`src/rtl/scroll_layer_renderer.sv`:
```
// scroll_layer_renderer
// Background-layer renderer for the 640x480 VGA path. Each screen pixel
// (DrawX, DrawY) is down-scaled by 2^SCALE_SHIFT, offset by the active
// per-frame scroll with wrap-around, optionally mirrored horizontally, and
// turned into an address for an external synchronous image ROM. The returned
// palette index is resolved through a writable 12-bit palette and faded.
// The colour and the opaque flag are registered, with a fixed 4-cycle latency.
//
// Ports:
//   vga_clk, reset           pixel clock, asynchronous active-high reset
//   DrawX, DrawY, blank      pixel coordinate and active-region flag (1 = active)
//   frame_start              one-cycle pulse; promotes pending scroll set to active
//   scroll_req               loads scroll_x/scroll_y/mirror_x/fade into pending
//   scroll_x, scroll_y       scroll offsets (requests out of image range are ignored)
//   mirror_x, fade           horizontal mirror, fade level (0 full .. 3 black)
//   pal_we/pal_waddr/pal_wdata  palette write port, {R,G,B} 4 bits each
//   rom_addr, rom_q          external ROM address (registered) and data (1 cycle later)
//   red, green, blue, opaque registered pixel outputs
module scroll_layer_renderer #(
  parameter int IMG_W       = 160,
  parameter int IMG_H       = 120,
  parameter int SCALE_SHIFT = 2,
  parameter int IDX_W       = 4,
  parameter int ADDR_W      = $clog2(IMG_W * IMG_H),
  parameter bit TRANSP_EN   = 1'b1,
  parameter int TRANSP_IDX  = 0
) (
  input  logic              vga_clk,
  input  logic              reset,
  input  logic [9:0]        DrawX,
  input  logic [9:0]        DrawY,
  input  logic              blank,
  input  logic              frame_start,
  input  logic              scroll_req,
  input  logic [ADDR_W-1:0] scroll_x,
  input  logic [ADDR_W-1:0] scroll_y,
  input  logic              mirror_x,
  input  logic [1:0]        fade,
  input  logic              pal_we,
  input  logic [IDX_W-1:0]  pal_waddr,
  input  logic [11:0]       pal_wdata,
  output logic [ADDR_W-1:0] rom_addr,
  input  logic [IDX_W-1:0]  rom_q,
  output logic [3:0]        red,
  output logic [3:0]        green,
  output logic [3:0]        blue,
  output logic              opaque
);

  // One extra bit so the scaled coordinate plus offset cannot overflow.
  localparam int CW    = ADDR_W + 1;
  localparam int PAL_N = 1 << IDX_W;

  // Pending and active scroll sets
  logic [ADDR_W-1:0] px_q, px_d, py_q, py_d, ax_q, ax_d, ay_q, ay_d;
  logic              pm_q, pm_d, am_q, am_d;
  logic [1:0]        pf_q, pf_d, af_q, af_d;
  logic              req_ok;

  // Pipeline
  logic [CW-1:0]     sx_sum, sy_sum, sx_wrap, sy_wrap;
  logic [ADDR_W-1:0] sx_q, sx_d, sy_q, sy_d;
  logic [ADDR_W-1:0] rom_addr_q, rom_addr_d;
  logic              blank1_q, blank2_q, blank3_q;
  // Fade travels with its pixel so a pixel is rendered with one consistent set.
  logic [1:0]        fade1_q, fade2_q, fade3_q;

  // Palette and output stage
  logic [11:0]       pal_q [PAL_N];
  logic [11:0]       pal_d [PAL_N];
  logic [11:0]       pal_rd;
  logic [3:0]        red_q, red_d, green_q, green_d, blue_q, blue_d;
  logic              opaque_q, opaque_d;

  function automatic logic [3:0] shade(input logic [3:0] c, input logic [1:0] f);
    // A plain shift by 3 would keep the MSB; level 3 means fully black.
    return (f == 2'd3) ? 4'd0 : (c >> f);
  endfunction

  always_comb begin
    req_ok = scroll_req && (scroll_x < ADDR_W'(IMG_W)) && (scroll_y < ADDR_W'(IMG_H));
    px_d = px_q; py_d = py_q; pm_d = pm_q; pf_d = pf_q;
    ax_d = ax_q; ay_d = ay_q; am_d = am_q; af_d = af_q;
    if (req_ok) begin
      px_d = scroll_x; py_d = scroll_y; pm_d = mirror_x; pf_d = fade;
    end
    // A valid request coinciding with frame_start skips the pending stage.
    if (frame_start) begin
      if (req_ok) begin
        ax_d = scroll_x; ay_d = scroll_y; am_d = mirror_x; af_d = fade;
      end else begin
        ax_d = px_q; ay_d = py_q; am_d = pm_q; af_d = pf_q;
      end
    end
  end

  always_comb begin
    sx_sum  = CW'(DrawX >> SCALE_SHIFT) + CW'(ax_q);
    sy_sum  = CW'(DrawY >> SCALE_SHIFT) + CW'(ay_q);
    // Both terms are below the image size, so one subtraction wraps fully.
    sx_wrap = (sx_sum >= CW'(IMG_W)) ? sx_sum - CW'(IMG_W) : sx_sum;
    sy_wrap = (sy_sum >= CW'(IMG_H)) ? sy_sum - CW'(IMG_H) : sy_sum;
    sx_d    = am_q ? ADDR_W'(IMG_W - 1) - sx_wrap[ADDR_W-1:0] : sx_wrap[ADDR_W-1:0];
    sy_d    = sy_wrap[ADDR_W-1:0];
    rom_addr_d = sy_q * ADDR_W'(IMG_W) + sx_q;
  end

  always_comb begin
    pal_d = pal_q;
    if (pal_we) pal_d[pal_waddr] = pal_wdata;
    // Read uses the registered array, so a same-cycle write shows the old value.
    pal_rd   = pal_q[rom_q];
    red_d    = blank3_q ? shade(pal_rd[11:8], fade3_q) : 4'd0;
    green_d  = blank3_q ? shade(pal_rd[7:4],  fade3_q) : 4'd0;
    blue_d   = blank3_q ? shade(pal_rd[3:0],  fade3_q) : 4'd0;
    opaque_d = blank3_q && !(TRANSP_EN && (rom_q == IDX_W'(TRANSP_IDX)));
  end

  always_ff @(posedge vga_clk or posedge reset) begin
    if (reset) begin
      px_q <= '0; py_q <= '0; pm_q <= 1'b0; pf_q <= '0;
      ax_q <= '0; ay_q <= '0; am_q <= 1'b0; af_q <= '0;
      sx_q <= '0; sy_q <= '0; rom_addr_q <= '0;
      blank1_q <= 1'b0; blank2_q <= 1'b0; blank3_q <= 1'b0;
      fade1_q <= '0; fade2_q <= '0; fade3_q <= '0;
      red_q <= '0; green_q <= '0; blue_q <= '0; opaque_q <= 1'b0;
      for (int i = 0; i < PAL_N; i++) pal_q[i] <= '0;
    end else begin
      px_q <= px_d; py_q <= py_d; pm_q <= pm_d; pf_q <= pf_d;
      ax_q <= ax_d; ay_q <= ay_d; am_q <= am_d; af_q <= af_d;
      sx_q <= sx_d; sy_q <= sy_d; rom_addr_q <= rom_addr_d;
      blank1_q <= blank; blank2_q <= blank1_q; blank3_q <= blank2_q;
      fade1_q <= af_q; fade2_q <= fade1_q; fade3_q <= fade2_q;
      red_q <= red_d; green_q <= green_d; blue_q <= blue_d; opaque_q <= opaque_d;
      pal_q <= pal_d;
    end
  end

  assign rom_addr = rom_addr_q;
  assign red      = red_q;
  assign green    = green_q;
  assign blue     = blue_q;
  assign opaque   = opaque_q;

endmodule

```
`config.mk`:
```
export PLATFORM = sky130hd
export DESIGN_NAME = scroll_layer_renderer
export DESIGN_NICKNAME = d
export VERILOG_FILES = /design/src/rtl/scroll_layer_renderer.sv
export SDC_FILE = /design/constraint.sdc
export NUM_CORES = 1
export LEC_CHECK = 0
export BUFFER_PORTS_ARGS = -buffer_cell sky130_fd_sc_hd__buf_4
export CAP_MARGIN = 30
export CORE_MARGIN = 1
export CORE_UTILIZATION = 47
export CTS_CLUSTER_DIAMETER = 200
export DETAILED_ROUTE_END_ITERATION = 10
export GPL_ROUTABILITY_DRIVEN = 0
export GPL_TIMING_DRIVEN = 0
export MAX_ROUTING_LAYER = met4
export PLACE_DENSITY_LB_ADDON = 0.12
export SETUP_SLACK_MARGIN = 0.1
export SYNTH_ARGS = -nofsm -noshare
export SYNTH_HDL_FRONTEND = slang
export SYNTH_SLANG_ARGS = --single-unit
export TNS_END_PERCENT = 30
```
`constraint.sdc`:
```
create_clock -name vga_clk -period 12.3 [get_ports vga_clk]
set_input_delay 1.23 -clock vga_clk [delete_from_list [all_inputs] [get_ports vga_clk]]
set_output_delay 1.23 -clock vga_clk [all_outputs]
set_load 0.01 [all_outputs]
```
* Word level (Yosys, flattened, before mapping) *
Cells that the tools add are included.

storage, ports and cells
  flip-flop bits (word level) = 325
  input port bits = 79
  output and inout bits = 28
  logic and storage cells = 82

operators by class
  $add $sub $neg = 6
  multiply operators = 1
  magnitude comparators = 7
  equality and inequality tests = 1
  shift-type cells = 3
  muxes and demuxes = 19
  bitwise gates (word level) = 2
  reductions and logical operators = 6

operators by type and width
  operator                 count
  $bwmux W192              1
  $mux W15                 5
  $bmux W12 S4             1
  $demux W12 S4            1
  $mux W12                 3
  $add A8 B15 Y16          2
  $mux W4                  6
  $ge A16 B7 Y1 const B    1
  $ge A16 B8 Y1 const B    1
  $add A15 B15 Y15         1
  $lt A15 B7 Y1 const B    1
  $lt A15 B8 Y1 const B    1
  $mul A15 B3 Y10 const B  1
  $sub A15 B7 Y15 const B  1
  $sub A15 B8 Y15 const B  1
  $sub A8 B15 Y15 const A  1
  $shr A4 B2 Y4            3
  $ge A5 B5 Y1 const B     2
  $not A4 Y5               2
  $lt A5 B1 Y1 const B     1
  $logic_and A1 B1 Y1      4
  $logic_not A4 Y1         1
  $eq A2 B2 Y1 const B     1
  $mux W2                  1
  other kinds (2)          2

* Depth between registers and ports, before layout *
  depth in word-level cells = 7
  depth in mapped cells = 15
  gate-level depth less buffers = 14

* Worst setup path after synthesis *
OpenSTA, ideal clock, no wires.

  path type = in2reg
  start point = in DrawX[2]
  end point = reg sx_q[13]
  setup time = 0.125 ns
  arrival = 4.430 ns
  required time = 12.175 ns
  path slack = 7.745 ns
  cell stages on the path = 14
  path buffers = 0
  path through = ha_1 > fa_1 > a211oi_2 > o21ai_1 > xor2_1 > inv_1 > ha_1 > nor2b_1 > mux2_2 > or4_4 > a2111oi_2 > or3_1 > a41oi_2 > xnor2_1

on the way
  word-level cells in the longest chain between the ends = 5
  elaborated cells between the ends (all ways) = 6
  those cells by class = 3 x add/sub; 1 x order compare; 2 x mux

ends and longest elaborated chain
  what                                                     RTL line  RTL
  start: declaration                                       30        input logic [9:0] DrawX,
  $add A8 B15 Y16 (*)                                      98        sx_sum = CW'(DrawX >> SCALE_SHIFT) + CW'(ax_q);
  $sub A15 B8 Y15 / $ge A16 B8 Y1 (equally long branches)  101       sx_wrap = (sx_sum >= CW'(IMG_W)) ? sx_sum - CW'(IMG_W) : sx_sum;
  $mux W15 (*)                                             101
  $sub A8 B15 Y15                                          103       sx_d = am_q ? ADDR_W'(IMG_W - 1) - sx_wrap[ADDR_W-1:0] : sx_wrap[ADDR_W-1:0];
  $mux W15 (*)                                             103
  via sx_d[13]                                             62        logic [ADDR_W-1:0] sx_q, sx_d, sy_q, sy_d;
  end signal: assignment                                   123       sx_q <= '0; sy_q <= '0; rom_addr_q <= '0;
  end signal: assignment                                   131       sx_q <= sx_d; sy_q <= sy_d; rom_addr_q <= rom_addr_d;
  end: declaration                                         62

The timed path passes the listed nets; every way through them passes the cells marked *.
A chain may end at the register's enable or synchronous reset.

* Final worst setup path *
Ends and elaborated chain as after synthesis.

==> results_dict.tcl <==
set metrics [dict create \
    fmax_mhz 219.3 \
    vias 9442 \
    setup.worst_path.end_class "flop" \
    fin_nets 1385 \
    swShare 0.2460 \
    hp-class "reg2reg" \
    skew_ps 17.47 \
    die-area_um2 33570 \
    core_area_um2 31960 \
    finalCritPeriodShare 0.3708 \
    status "completed" \
    areaGrowthSynthToFinish_pct 17.86 \
    cts_resized 0 \
    grt_pass1_vias 9911 \
    vdd_drop_max_v 0.0001016 \
    dieWidth_um 183.2 \
    reg2reg_from "ax_q[0]$_DFFE_PP0P_" \
    post-route-min-period_ps 4560 \
    yosys-top-cells-area "dfrtp_1 52%, mux2_2 18%, mux4_2 8.9%" \
    wl_um 35710 \
    cts_sinks 320 \
    grt_max_degree 121 \
    tightestPinTransition_ps 993.7 \
    arrival_ps 4950 \
    reg2reg_setup_slack_ps 8160 \
    power.density_nw_per_um2 158.9 \
    synth_cell_types 74 \
    clockPowerShare 0.371 \
    synth.most_common_cell "dfrtp_1" \
    hold_ws_ps 341.3 \
    layout-drive-gt1-share 0.3938 \
    setup_slack_ps 7740 \
    post_drt_via_cell_ratio 5.490 \
    final-setup-viol-count 0 \
    final_cells 1720 \
    finalHoldViolCount 0 \
    finalMaxSlewViolations 0 \
    synth_seq_cells 320 \
    h-tree-depth 2 \
    grt_pass1_wl_um 56640 \
    wl_per_cell_um 20.76 \
    synth_area_leader_cell "dfrtp_1" \
    synth_top_area_frac 0.5187 \
    fillCellCount 2682 \
    min_to "rom_addr[1]$_DFF_PP0_" \
    synth-warning-count 0 \
    synth_edf_count 0 \
    start_util 0.4830 \
    maxCapViolCount 0 \
    groute.usage.overall 0.2287 \
    rows 65 \
    cts_buffers 36 \
    p_sw_mw 0.7112 \
    comb_power_share 0.177 \
    dp_hpwl_um 24990 \
    grt.overflow.total 0 \
    hold_path_depth 0 \
    final_area_um2 18200 \
    holdCritStartpoint "sx_q[1]$_DFF_PP0_" \
    io_pins 107 \
    synthCells 1108 \
    max-slew-margin-rel 0.3376 \
    firstDrtPassIters 4 \
    syn-cell-area_um2 15440 \
    cts-root-buf "clkbuf_16" \
    ys_seq_area_frac 0.5187 \
    crit_path_start_kind "input port" \
    ys.flop_type "dfrtp_1" \
    place_area_um2 16990 \
    crit_type "in2reg" \
    pre_cts_slack_ps 7231 \
    synthArstFlopShare 1.000 \
    post-route-drc-count 0 \
    cts_tree "done" \
    reg2regPathDepth 14 \
    mappedNetlistNets 1232 \
    power_frac_seq 0.453 \
    yosys-top-cells-count "320 x dfrtp_1, 244 x mux2_2, 61 x mux4_2" \
    path_max_fanout 7 \
    clk_latency_ps 520 \
    clk_path_buf_depth 3 \
    drt_iter0_markers 466 \
    die_h_um 183.2 \
    timing.rr.end "sx_q[13]$_DFF_PP0_" \
    cts_hold_buf 0 \
    cts.clk_slew.worst_paths_ps 60 \
    dp_cells 1657 \
    port_buffers 100 \
    grt_antenna_before_repair 0 \
    antenna_left 0 \
    synth.avg_cell_area_um2 13.93 \
    p_leak_nw 8.168 \
    rsz0062_at_grt "no" \
    p_int_mw 2.180 \
    post-cts-setup-buffer-count 0 \
    crit_required_ps 12690 \
    diodes 0 \
]
-- worst max-delay path, stage by stage --
cell       delay [ps]
buf_4             110
ha_1              240
fa_1              440
a211oi_2          360
o21ai_1           190
xor2_1            220
inv_1             150
ha_1              310
nor2b_1            70
mux2_2            310
or4_4             500
a2111oi_2         350
or3_1             170
a41oi_2           150
xnor2_1           150
-- layout by cell type (no fill, tap or decap), types with 30 or more instances in the layout --
cell / instances
mux2_2: 244
ha_1: 41
buf_4: 100
clkbuf_1: 53
nand2_1: 43
dfrtp_1: 320
mux4_2: 61
nor2_1: 30
clkbuf_16: 38
xnor2_1: 42
-- sequential cells by signal, indices dropped and copies added (netlist names), 2 cells and up --
signal / cells
sx_q: 15
red: 4
af_q: 2
px_q: 15
fade3_q: 2
pal_q: 192
pf_q: 2
ay_q: 15
rom_addr: 15
blue: 4
fade2_q: 2
sy_q: 10
green: 4
py_q: 15
ax_q: 15
fade1_q: 2
-- per-stage QoR --
stage / utilization / power [mW] / TNS [ps]
after floorplan: - / 1.671 / 0
after global placement: 0.5235 / 1.822 / -426080
after detailed placement: 0.5314 / 1.842 / 0
after CTS: 0.5688 / 2.924 / 0
after global routing: 0.5693 / 3.029 / 0
final: 0.5693 / 2.891 / 0
-- kinds of logic (layout without fill, tap and decap cells) --
group / Yosys count / in the layout / share of synthesized area
AO/OA/AOI/OAI: 108 / 108 / 0.05260
XOR/XNOR: 63 / 63 / 0.03720
adder cells (fa/ha/maj): 45 / 45 / 0.03842
buffers and inverters: 87 / 264 / 0.02277
flip-flops: 320 / 320 / 0.5187
multiplexers: 310 / 310 / 0.2702
AND/OR/NAND/NOR: 175 / 175 / 0.06006
-- worst max-delay path by stage --
stage,end,start
finish,sx_q[13]$_DFF_PP0_,DrawX[2]
global route,sx_q[13]$_DFF_PP0_,DrawX[2]
CTS,sx_q[14]$_DFF_PP0_,DrawX[2]
detailed placement,sx_q[14]$_DFF_PP0_,DrawX[2]
global placement,py_q[8]$_DFF_PP0_,reset
floorplan,af_q[0]$_DFFE_PP0P_,reset
-- power groups by stage --
| stage | Sequential, mW | Combinational [mW] | Clock [mW] |
|---|---|---|---|
| finish | 1.31 | 0.510 | 1.07 |
| global placement | 1.32 | 0.499 | 0 |
| detailed placement | 1.33 | 0.516 | 0 |
| CTS | 1.31 | 0.519 | 1.10 |
| floorplan | 1.31 | 0.358 | 0 |
| global route | 1.33 | 0.558 | 1.14 |
-- per-layer routing --
| layer | track usage | wire length [um] | up-vias |
|---|---|---|---|
| li1 | - | - | 4335 |
| met4 | 0.06367 | 874 | 0 |
| met3 | 0.03177 | 1322 | 54 |
| met5 | - | 0 | - |
| met1 | 0.2817 | 15180 | 4853 |
| met2 | 0.3941 | 18340 | 200 |
-- final cells by class --
class,count,area [um2],share of cell area
multi-input cells,701,7078,0.3890
well taps,435,544.3,0.02991
inverters,30,120.1,0.006602
repair buffers,115,1011,0.05556
flip-flops and latches,320,8008,0.4401
plain buffers,57,239.0,0.01313
clock buffers,56,1129,0.06203
clock inverters,6,66.31,0.003645
Note: power is estimated with default switching activity, not from simulation.
